`config.mk`:
```
export PLATFORM = sky130hd
export DESIGN_NAME = arith_scheduler
export DESIGN_NICKNAME = d
export VERILOG_FILES = /design/src/rtl/arith_pkg.sv /design/src/rtl/arith_scheduler_rr_pick.sv /design/src/rtl/arith_scheduler.sv
export SDC_FILE = /design/constraint.sdc
export NUM_CORES = 1
export LEC_CHECK = 0
export ABC_AREA = 0
export CELL_PAD_IN_SITES_DETAIL_PLACEMENT = 1
export CELL_PAD_IN_SITES_GLOBAL_PLACEMENT = 1
export CORE_ASPECT_RATIO = 0.5
export CORE_MARGIN = 8
export CORE_UTILIZATION = 40
export CTS_BUF_LIST = sky130_fd_sc_hd__clkbuf_8
export DETAILED_ROUTE_END_ITERATION = 8
export DONT_BUFFER_PORTS = 1
export MAX_ROUTING_LAYER = met4
export PLACE_DENSITY = 0.68
export SKIP_CTS_REPAIR_TIMING = 1
export SYNTH_ARGS = -nofsm -noshare
export SYNTH_HDL_FRONTEND = slang
export SYNTH_SLANG_ARGS = --single-unit
```
`constraint.sdc`:
```
create_clock -name clk -period 2 [get_ports clk]
set_clock_uncertainty 0.05 [all_clocks]
set_input_delay 0.4 -clock clk [delete_from_list [all_inputs] [get_ports clk]]
set_output_delay 0.4 -clock clk [all_outputs]
set_load 0.005 [all_outputs]
```
`src/rtl/arith_pkg.sv`:
```
// Shared opcodes, FSM state encoding and defaults for arith_scheduler.
package arith_pkg;

    localparam int NREQ_DEFAULT = 4;

    typedef logic [1:0] op_t;

    localparam op_t OP_ADD = 2'b00;
    localparam op_t OP_SUB = 2'b01;
    localparam op_t OP_MUL = 2'b10;
    localparam op_t OP_DIV = 2'b11;

    typedef enum logic [1:0] {
        ST_IDLE  = 2'b00,
        ST_ISSUE = 2'b01,
        ST_WAIT  = 2'b10,
        ST_RESP  = 2'b11
    } state_t;

    function automatic logic is_div0(input op_t op, input logic [7:0] b);
        return (op == OP_DIV) && (b == 8'd0);
    endfunction

endpackage

```
`src/rtl/arith_scheduler_rr_pick.sv`:
```
// Round-robin picker: first asserted request at or after ptr, wrapping.
module rr_pick #(
    parameter int NREQ = 4,
    parameter int IW   = (NREQ > 1) ? $clog2(NREQ) : 1
) (
    input  logic [NREQ-1:0] req,
    input  logic [IW-1:0]   ptr,
    output logic            any,
    output logic [IW-1:0]   winner
);

    logic [IW-1:0] idx;

    always_comb begin
        any    = 1'b0;
        winner = '0;
        idx    = '0;
        for (int i = 0; i < NREQ; i++) begin
            idx = IW'((int'(ptr) + i) % NREQ);
            if (!any && req[idx]) begin
                any    = 1'b1;
                winner = idx;
            end
        end
    end

endmodule

```
`src/rtl/arith_scheduler.sv`:
```
// Shares one multicycle arithmetic unit among NREQ requesters (round-robin).
// Optional ARITH_SCHED_DIV0_CHECK_EN: answer divide-by-zero locally with rsp_err.
//
// state    | meaning
// ---------+-----------------------------------------------
// ST_IDLE  | waiting for any request; grant latches winner
// ST_ISSUE | au_start pulse to the unit
// ST_WAIT  | waiting for au_done, result captured on done
// ST_RESP  | ack pulse to the winner, pointer advances
module arith_scheduler
    import arith_pkg::*;
#(
    parameter int NREQ = NREQ_DEFAULT
) (
    input  logic              clk,
    input  logic              rst,
    input  logic [NREQ-1:0]   req,
    input  logic [2*NREQ-1:0] req_op,
    input  logic [8*NREQ-1:0] req_a,
    input  logic [8*NREQ-1:0] req_b,
    output logic [NREQ-1:0]   ack,
    output logic [15:0]       rsp_result,
    output logic              rsp_err,
    output logic              busy,
    output logic              au_start,
    output logic [1:0]        au_op,
    output logic [7:0]        au_a,
    output logic [7:0]        au_b,
    input  logic              au_done,
    input  logic [15:0]       au_result
);

    localparam int IW = (NREQ > 1) ? $clog2(NREQ) : 1;

    op_t          op_arr [NREQ];
    logic [7:0]   a_arr  [NREQ];
    logic [7:0]   b_arr  [NREQ];

    for (genvar g = 0; g < NREQ; g++) begin : g_unpack
        assign op_arr[g] = req_op[2*g+1:2*g];
        assign a_arr[g]  = req_a[8*g+7:8*g];
        assign b_arr[g]  = req_b[8*g+7:8*g];
    end

    logic          pick_any;
    logic [IW-1:0] pick_idx;

    state_t        state_q, state_d;
    logic [IW-1:0] win_q, win_d;
    logic [IW-1:0] ptr_q, ptr_d;
    logic [NREQ-1:0] ack_q, ack_d;
    logic          au_start_q, au_start_d;
    op_t           au_op_q, au_op_d;
    logic [7:0]    au_a_q, au_a_d;
    logic [7:0]    au_b_q, au_b_d;
    logic [15:0]   rsp_result_q, rsp_result_d;
    logic          busy_q, busy_d;
`ifdef ARITH_SCHED_DIV0_CHECK_EN
    logic          rsp_err_q, rsp_err_d;
`endif

    rr_pick #(.NREQ(NREQ), .IW(IW)) u_rr_pick (
        .req    (req),
        .ptr    (ptr_q),
        .any    (pick_any),
        .winner (pick_idx)
    );

    always_comb begin
        state_d      = state_q;
        win_d        = win_q;
        ptr_d        = ptr_q;
        ack_d        = '0;
        au_start_d   = 1'b0;
        au_op_d      = au_op_q;
        au_a_d       = au_a_q;
        au_b_d       = au_b_q;
        rsp_result_d = rsp_result_q;
`ifdef ARITH_SCHED_DIV0_CHECK_EN
        rsp_err_d    = rsp_err_q;
`endif
        case (state_q)
            ST_IDLE: begin
                if (pick_any) begin
                    win_d      = pick_idx;
                    au_op_d    = op_arr[pick_idx];
                    au_a_d     = a_arr[pick_idx];
                    au_b_d     = b_arr[pick_idx];
                    state_d    = ST_ISSUE;
                    au_start_d = 1'b1;
`ifdef ARITH_SCHED_DIV0_CHECK_EN
                    // Divide-by-zero never reaches the unit; answer straight away.
                    if (is_div0(op_arr[pick_idx], b_arr[pick_idx])) begin
                        state_d         = ST_RESP;
                        au_start_d      = 1'b0;
                        ack_d[pick_idx] = 1'b1;
                        rsp_result_d    = 16'hFFFF;
                        rsp_err_d       = 1'b1;
                    end
`endif
                end
            end
            ST_ISSUE: begin
                state_d = ST_WAIT;
            end
            ST_WAIT: begin
                if (au_done) begin
                    rsp_result_d = au_result;
                    ack_d[win_q] = 1'b1;
                    state_d      = ST_RESP;
`ifdef ARITH_SCHED_DIV0_CHECK_EN
                    rsp_err_d    = 1'b0;
`endif
                end
            end
            ST_RESP: begin
                ptr_d   = (win_q == IW'(NREQ - 1)) ? '0 : win_q + IW'(1);
                state_d = ST_IDLE;
            end
            default: begin
                state_d = ST_IDLE;
            end
        endcase
        busy_d = (state_d != ST_IDLE);
    end

    always_ff @(posedge clk or negedge rst) begin
        if (!rst) begin
            state_q      <= ST_IDLE;
            win_q        <= '0;
            ptr_q        <= '0;
            ack_q        <= '0;
            au_start_q   <= 1'b0;
            au_op_q      <= OP_ADD;
            au_a_q       <= '0;
            au_b_q       <= '0;
            rsp_result_q <= '0;
            busy_q       <= 1'b0;
`ifdef ARITH_SCHED_DIV0_CHECK_EN
            rsp_err_q    <= 1'b0;
`endif
        end else begin
            state_q      <= state_d;
            win_q        <= win_d;
            ptr_q        <= ptr_d;
            ack_q        <= ack_d;
            au_start_q   <= au_start_d;
            au_op_q      <= au_op_d;
            au_a_q       <= au_a_d;
            au_b_q       <= au_b_d;
            rsp_result_q <= rsp_result_d;
            busy_q       <= busy_d;
`ifdef ARITH_SCHED_DIV0_CHECK_EN
            rsp_err_q    <= rsp_err_d;
`endif
        end
    end

    assign ack        = ack_q;
    assign au_start   = au_start_q;
    assign au_op      = au_op_q;
    assign au_a       = au_a_q;
    assign au_b       = au_b_q;
    assign rsp_result = rsp_result_q;
    assign busy       = busy_q;
`ifdef ARITH_SCHED_DIV0_CHECK_EN
    assign rsp_err    = rsp_err_q;
`else
    assign rsp_err    = 1'b0;
`endif

endmodule

```
==> results of run 1 <==
[critical path: stages (launching register included)]
cell,delay (ns)
dfrtp_1,0.47
nor2b_2,0.17
a21oi_1,0.10
o221ai_4,0.21
buf_12,0.27
mux2i_1,0.27
o221ai_1,0.15
[flip-flops by register name, indices dropped and copies added (netlist names)]
name	cells
state_q	2
au_a	8
au_start	1
busy	1
au_op	2
au_b	8
win_q	2
rsp_result	16
ptr_q	2
ack	4
[path summary, 6_finish.rpt]
path / start / endpoint / slack, ns / cells after the start
max: ptr_q[0] / au_b[5] / 0.14 / 6
min: au_result[10] / rsp_result[10] / 0.20 / 1
max reg2reg: ptr_q[0] / au_b[5] / 0.14 / 6
min reg2reg: au_a[6] / au_a[6] / 0.49 / 2
max in group asynchronous: rst / au_b[1] / 1.13 / 2
min in group asynchronous: rst / rsp_result[0] / 0.57 / 2
[kinds of logic (layout without fill, tap and decap cells)]
| logic type | count (synthesis) | in the layout | share of synthesized area (%) |
|---|---|---|---|
| multiplexers | 54 | 54 | 23.61 |
| flip-flops | 46 | 46 | 48.27 |
| AND/OR/NAND/NOR | 36 | 36 | 7.240 |
| AO/OA/AOI/OAI | 29 | 29 | 10.07 |
| buffers and inverters | 17 | 19 | 6.453 |
| adder cells (fa/ha/maj) | 8 | 8 | 4.197 |
| other | 1 | 1 | 0.1572 |
[power by group through the flow]
stage	Combinational, W	Clock, W	Sequential, W
after detailed placement	0.00153	0	0.00181
after floorplan	0.00138	0	0.00165
after CTS	0.00153	0.000728	0.00179
final	0.00155	0.000703	0.00178
after global routing	0.00172	0.000767	0.00184
after global placement	0.00141	0	0.00178
[cells in the final DEF (no fill, tap or decap), drive strengths merged, types with 4 or more instances in the layout]
master  instances
buf             4
clkbuf          5
ha              8
inv             7
o221ai         19
and3            4
dfrtp          46
mux2           18
mux2i          36
nand2          21
nor2            4
[metal layers]
layer	track usage, %	vias up	share of wire [%]
li1	-	692	-
met1	16.64	756	41
met2	24.09	75	50
met3	5.772	2	8.6
met4	3.209	0	0.42
met5	-	-	0
[cell type report]
type	count	area [µm²]
fillers	633	3351
repair buffers	5	72.57
clock buffers	5	68.82
inverters	6	25.02
multi-input cells	128	1097
clock inverters	3	43.79
flip-flops and latches	46	1151
well taps	77	96.34
[per-stage QoR]
step	instance area [µm²]	TNS (ns)	hold slack [ns]	utilization (%)	setup WS, ns
2_1_floorplan	2385	0	0.05441	-	0.4008
3_3_place_gp	2405	0	0.05576	40.72	0.1688
3_5_place_dp	2405	-0.2881	0.05577	40.72	-0.05109
4_1_cts	2517	-0.01451	-0.2777	42.63	-0.01164
5_1_grt	2555	0	0.1806	43.26	0.01306
6_report	2555	0	0.2039	43.26	0.1410
==> run metrics, run 1 <==
Worst setup EP type=register; count of endpoints failing setup in the final report=0; critical path arrival=about 2.0 ns; number of global-route vias before repair=1731; Detailed Route WL=about 6500 µm; Area Growth Syn to Fin=7.135%; Fin. Hold Viols=0; Final ANT Viol Nets=0; initial antenna violation count=0; count leader, synth=dfrtp_1; starting density of the core=40.38%; Peak VDD IR=1.091 mV; number of flops mapped to enable cells by yosys=0; yosys warns=0; LEAKAGE=between 1 and 1.5 nW; flops & latches, synth=46; height of the die=70.60 µm; Flop pwr share=between 40% and 50%; n_diodes=0; die area=between 8000 and 9000 µm²; TritonCTS clock tree=done; clock buffer count from CTS=5; row count=20; CP required=roughly 2.1 ns; fmax=~0.54 GHz; synth unique cells=31; H-tree depth=2; via/cell ratio=5.648; Clock Path Buffers=2; P_int=0.002501 W; routability cong.=between 0.7 and 0.8; Routed WL per cell=approximately 24 µm; Final min period=1.859 ns; Tot Pwr=0.004028 W; Crit Path Max Fanout=36; CTS sink cnt=46; post-synthesis sequential area ratio=around half; core footprint=about 6000 µm²; drc violations=0; worst-skew pair later-pin latency=around 0.29 ns; FFs w/ async S/R, synth=100.0%; Ports=~140; CTS root buf=clkbuf_8; HP Class=primary input to register; RSZ-0062 raised after global routing=false; synth cell count leaders=dfrtp_1 (46), mux2i_1 (36), nand2_1 (20); Clock Power Share=between 10% and 20%; post-layout net count=roughly 300; status=completed; largest net degree at the start of global routing=47; share of cells above drive strength 1=between 10% and 20%; placed wire-length estimate=between 5000 and 6000 µm; largest cells by area after synthesis=dfrtp_1 (48%), mux2i_1 (15%), mux2_2 (8.5%); Yosys top cell by area=dfrtp_1; DR iter-0 viols=between 90 and 100; Detailed Routing Iterations Pass 1=4; DP Cell Count=260; Slew Viols, Final=0; Switching Power=0.001527 W; routed via count=roughly 1500; Syn Area/Cell=around 12 µm²; Crit Path Category=register to register; first-pass GRT wire length=between 10000 and 15000 µm; Buffers on Ports=0; cell area power density=between 1500 and 2000 nW/µm²; Die X=between 100 and 150 µm; CP Launch Type=register; total grt overflow=0; final worst-path cycle share=between 90% and 100%; Comb pwr share=38.4%; Mapped Cells=about 190; CTS clock-pin slew for the worst setup and hold paths=approximately 0.09 ns; Yosys top cell area share=roughly 48%; Main synth FF type=dfrtp_1; Sw Share=approximately 38%; Syn Nets=294; Tot GR Track Use=between 10% and 20%; final std cells w/o fill=270; cell area after synthesis=2385 µm²; max-cap violation count=0
(Power assumes the default switching activity.)
==> inputs of run 2 (changes only) <==
Settings changed: ABC_AREA 0 to unset, PLACE_DENSITY 0.68 to unset, PLACE_DENSITY_LB_ADDON set to 0.12, SETUP_SLACK_MARGIN set to 0.3.
==> run metrics, run 2 (synthesized netlist as in run 1, its figures left out) <==
Crit path largest cell delay=0.46 ns; worst-skew pair later-pin latency=0.29 ns; Routed WL per cell=25.26 µm; routed via count=1600; drc violations=0; Area Growth Syn to Fin=19.15%; pre-CTS setup slack=roughly 0.18 ns; status=completed; Filler cells=613; Worst setup EP type=register; placed wire-length estimate=5065 µm; Crit Path Category=register to register; CP Depth=7; height of the die=70.60 µm; CP delay by family, top=flip-flops; initial antenna violation count=0; Final min period=roughly 1.7 ns; via/cell ratio=between 5 and 6; final worst-path cycle share=just under 90%; CP bufs+invs=2; number of global-route vias before repair=1783; clock buffer count from CTS=5; Buffers on Ports=0; DR iter-0 viols=71; CP Launch Type=register; row count=20; HP Class=primary input to register; TritonCTS clock tree=done; number of flip-flops in the largest register=16; count of endpoints failing setup in the final report=0; cell area power density=between 1500 and 2000 nW/µm²; CTS root buf=clkbuf_8; Final WS setup=roughly 0.26 ns; max-cap violation count=0; worst-path cell chain=nor2b_2 > a21oi_2 > o221ai_4 > buf_12 > clkbuf_16 > mux2i_2 > o221ai_1; Ports=between 100 and 150; CTS clock-pin slew for the worst setup and hold paths=~0.09 ns; critical path arrival=approximately 1.9 ns; Slew Viols, Final=0; Crit Path Max Fanout=6; LEAKAGE=1.302 nW; core footprint=slightly below 6000 µm²; post-layout net count=between 300 and 400; Fin. Hold Viols=0; die area=8839 µm²; CP required=around 2.1 ns; Reg2Reg Depth=7; Detailed Routing Iterations Pass 1=4; Die X=125.2 µm; Tot GR Track Use=14.71%; share of cells above drive strength 1=between 30% and 40%; Peak VDD IR=0.6783 mV; H-tree depth=2; WHS Path Cells=1; fmax=roughly 0.57 GHz; total grt overflow=0; Detailed Route WL=7122 µm; most frequent cells in the layout=dfrtp_1 (44), mux2i_1 (26), nand2_1 (20); Critical-path top delay cell=dfrtp_2; routability cong.=0.7786; n_diodes=0; largest net degree at the start of global routing=47; Setup Total Neg Slack=0 ns; first-pass GRT wire length=roughly 10000 µm; Clock Path Buffers=2; RSZ-0062 raised after global routing=true; starting density of the core=around 40%; Final ANT Viol Nets=0; CTS sink cnt=46; most common cell after layout, fill and taps aside=dfrtp_1
-- run 2: metal layers --
| metal | part of all wire [%] | up-vias | GRT usage (%) |
|---|---|---|---|
| li1 | - | 725 | - |
| met1 | 46 | 791 | 17.32 |
| met2 | 44 | 80 | 22.41 |
| met3 | 9.9 | 4 | 6.822 |
| met4 | 0.55 | 0 | 3.877 |
| met5 | 0 | - | - |
-- run 2: path summary, 6_finish.rpt --
check	from	endpoint	slack (ns)
max in group asynchronous	rst	ptr_q[1]	1.10
max reg2reg	ptr_q[0]	au_a[5]	0.26
min reg2reg	au_b[5]	au_b[5]	0.49
min	au_result[2]	rsp_result[2]	0.20
max	ptr_q[0]	au_a[5]	0.26
min in group asynchronous	rst	win_q[1]	0.57
-- run 2: cell type report --
type	instances	area (µm²)	area share (%)
well taps	77	96.34	3.391
flip-flops and latches	46	1154	40.60
repair buffers	17	242.7	8.542
clock inverters	2	60.06	2.114
inverters	6	25.02	0.8807
multi-input cells	128	1181	41.57
clock buffers	6	82.58	2.906
-- run 2: report_power, final --
part | leakage (nW) | switching (W) | total, W | internal, W
Sequential | 0.560 | 0.000395 | 0.00178 | 0.00138
Clock | 0.0714 | 0.000306 | 0.000839 | 0.000533
Combinational | 0.671 | 0.000977 | 0.00204 | 0.00106
Total | 1.30 | 0.00168 | 0.00465 | 0.00298
-- run 2: per-stage QoR --
stage	util (%)	area [µm²]	power (W)	cells	hold WS, ns
after floorplan	-	2385	0.003025	191	0.05441
after global placement	40.97	2420	0.003245	262	0.05647
final	48.11	2841	0.004654	282	0.2042
after detailed placement	40.97	2420	0.003381	262	0.05607
after CTS	43.39	2562	0.004232	270	-0.2700
after global routing	48.11	2841	0.004994	282	0.1816
==> inputs of run 3 (changes only) <==
Settings changed: REMOVE_ABC_BUFFERS set to 1.
==> run metrics, run 3 (synthesized netlist as in run 1, its figures left out) <==
Buffers on Ports=0; Switching Power=0.001646 W; Tot Pwr=between 0.004 and 0.005 W; Clock Power Share=between 10% and 20%; Sw Share=a little under two fifths; CP bufs+invs=2; worst-path cell chain=nor2b_4 > a21oi_4 > o221ai_4 > buf_12 > clkbuf_16 > mux2i_1 > o221ai_1; routed via count=1605; status=completed; worst-skew pair later-pin latency=around 0.3 ns; Slew Viols, Final=0; number of flip-flops in the largest register=16; CTS clock-pin slew for the worst setup and hold paths=about 0.080 ns; die area=8839 µm²; final worst-path cycle share=a little over four fifths; height of the die=70.60 µm; Crit Path Category=register to register; Final ANT Viol Nets=0; post-layout net count=between 300 and 400; CP required=2.12 ns; Crit Path Max Fanout=7; DP Cell Count=approximately 260; Setup Total Neg Slack=0 ns; final std cells w/o fill=282; CP Launch Point=ptr_q[0]; Die X=between 100 and 150 µm; DR iter-0 viols=82; count of endpoints failing setup in the final report=0; worst r2r src=ptr_q[0]; Comb pwr share=between 40 and 50%; n_diodes=0; TritonCTS clock tree=done; critical path arrival=about 1.8 ns; LEAKAGE=1.310 nW; share of cells above drive strength 1=a little over a quarter; CP delay by family, top=flip-flops; row count=20; HP Class=primary input to register; CTS root buf=clkbuf_8; Final min period=about 1.7 ns; CTS sink cnt=46; Clock Path Buffers=2; max-cap violation count=0; initial antenna violation count=0; Tot GR Track Use=between 10% and 20%; starting density of the core=between 40% and 50%; fmax=between 0.5 and 0.6 GHz; via/cell ratio=roughly 5.7; cell area power density=between 1500 and 2000 nW/µm²; Detailed Route WL=approximately 7000 µm; Ports=roughly 140; Routed WL per cell=~25 µm; Peak VDD IR=a little over 0.5 mV; H-tree depth=2; hold_ws=between 0.15 and 0.2 ns; placed wire-length estimate=between 4000 and 5000 µm; clock buffer count from CTS=5; largest net degree at the start of global routing=between 40 and 50; Flop pwr share=40.6%; Hold Path Origin=au_result[6]; first-pass GRT wire length=between 10000 and 15000 µm; Worst setup EP type=register; CP Launch Type=register; Detailed Routing Iterations Pass 1=4; total grt overflow=0; Fin. Hold Viols=0; P_int=about 0.0027 W; Area Growth Syn to Fin=15.79%; Critical-path top delay cell=dfrtp_2; routability cong.=about 0.8; most common cell after layout, fill and taps aside=dfrtp_1; drc violations=0; Crit path largest cell delay=0.46 ns; RSZ-0062 raised after global routing=true; most frequent cells in the layout=dfrtp_1 (44), mux2i_1 (34), nand2_1 (20); core footprint=just under 6000 µm²; placed instance area=2432 µm²; number of global-route vias before repair=roughly 1900; Final Instance Area=~2800 µm²
==> run 3: through the flow <==
| step | worst slack [ns] | util [%] |
|---|---|---|
| 5_1_grt | 0.2256 | 46.76 |
| 2_1_floorplan | -1.952 | - |
| 4_1_cts | 0.2027 | 42.73 |
| 3_3_place_gp | 0.2744 | 41.19 |
| 3_5_place_dp | 0.1970 | 41.19 |
| 6_report | 0.3051 | 46.76 |
==> run 3: cell type report <==
| cell class | count | area [µm²] |
|---|---|---|
| flip-flops and latches | 46 | 1154 |
| repair buffers | 17 | 259.0 |
| clock inverters | 2 | 8.758 |
| inverters | 6 | 25.02 |
| fillers | 612 | 3144 |
| well taps | 77 | 96.34 |
| clock buffers | 6 | 82.58 |
| multi-input cells | 128 | 1136 |
==> run 3: power by group through the flow <==
stage / clock, W / combinational (W) / sequential, W
after floorplan: 0 / 0.00125 / 0.00165
after global placement: 0 / 0.00149 / 0.00179
after detailed placement: 0 / 0.00158 / 0.00179
after CTS: 0.000621 / 0.00157 / 0.00178
after global routing: 0.000658 / 0.00216 / 0.00183
final: 0.000593 / 0.00199 / 0.00177
==> run 3: routing by layer <==
metal,global-route usage (%),routed length [µm],share of wire [%],vias up
met1,16.87,3222,46,806
met5,-,0,0,-
met3,6.072,527,7.6,5
li1,-,-,-,724
met4,4.813,55,0.79,0
met2,22.89,3163,45,70
==> run 3: path summary, 6_finish.rpt <==
path / end / slack (ns) / cells past startpoint
setup / recovery: au_a[6] / 0.31 / 7
hold / removal: rsp_result[6] / 0.19 / 1
setup reg to reg: au_a[6] / 0.31 / 7
hold reg to reg: au_b[7] / 0.49 / 2
max in group asynchronous: ptr_q[1] / 1.12 / 2
min in group asynchronous: au_b[5] / 0.56 / 2
==> run 3: worst register-to-register path, cell delays in order (launching register included) <==
cell and delay (ns):
dfrtp_2 0.46, nor2b_4 0.16, a21oi_4 0.05, o221ai_4 0.16
buf_12 0.17, clkbuf_16 0.17, mux2i_1 0.21, o221ai_1 0.14
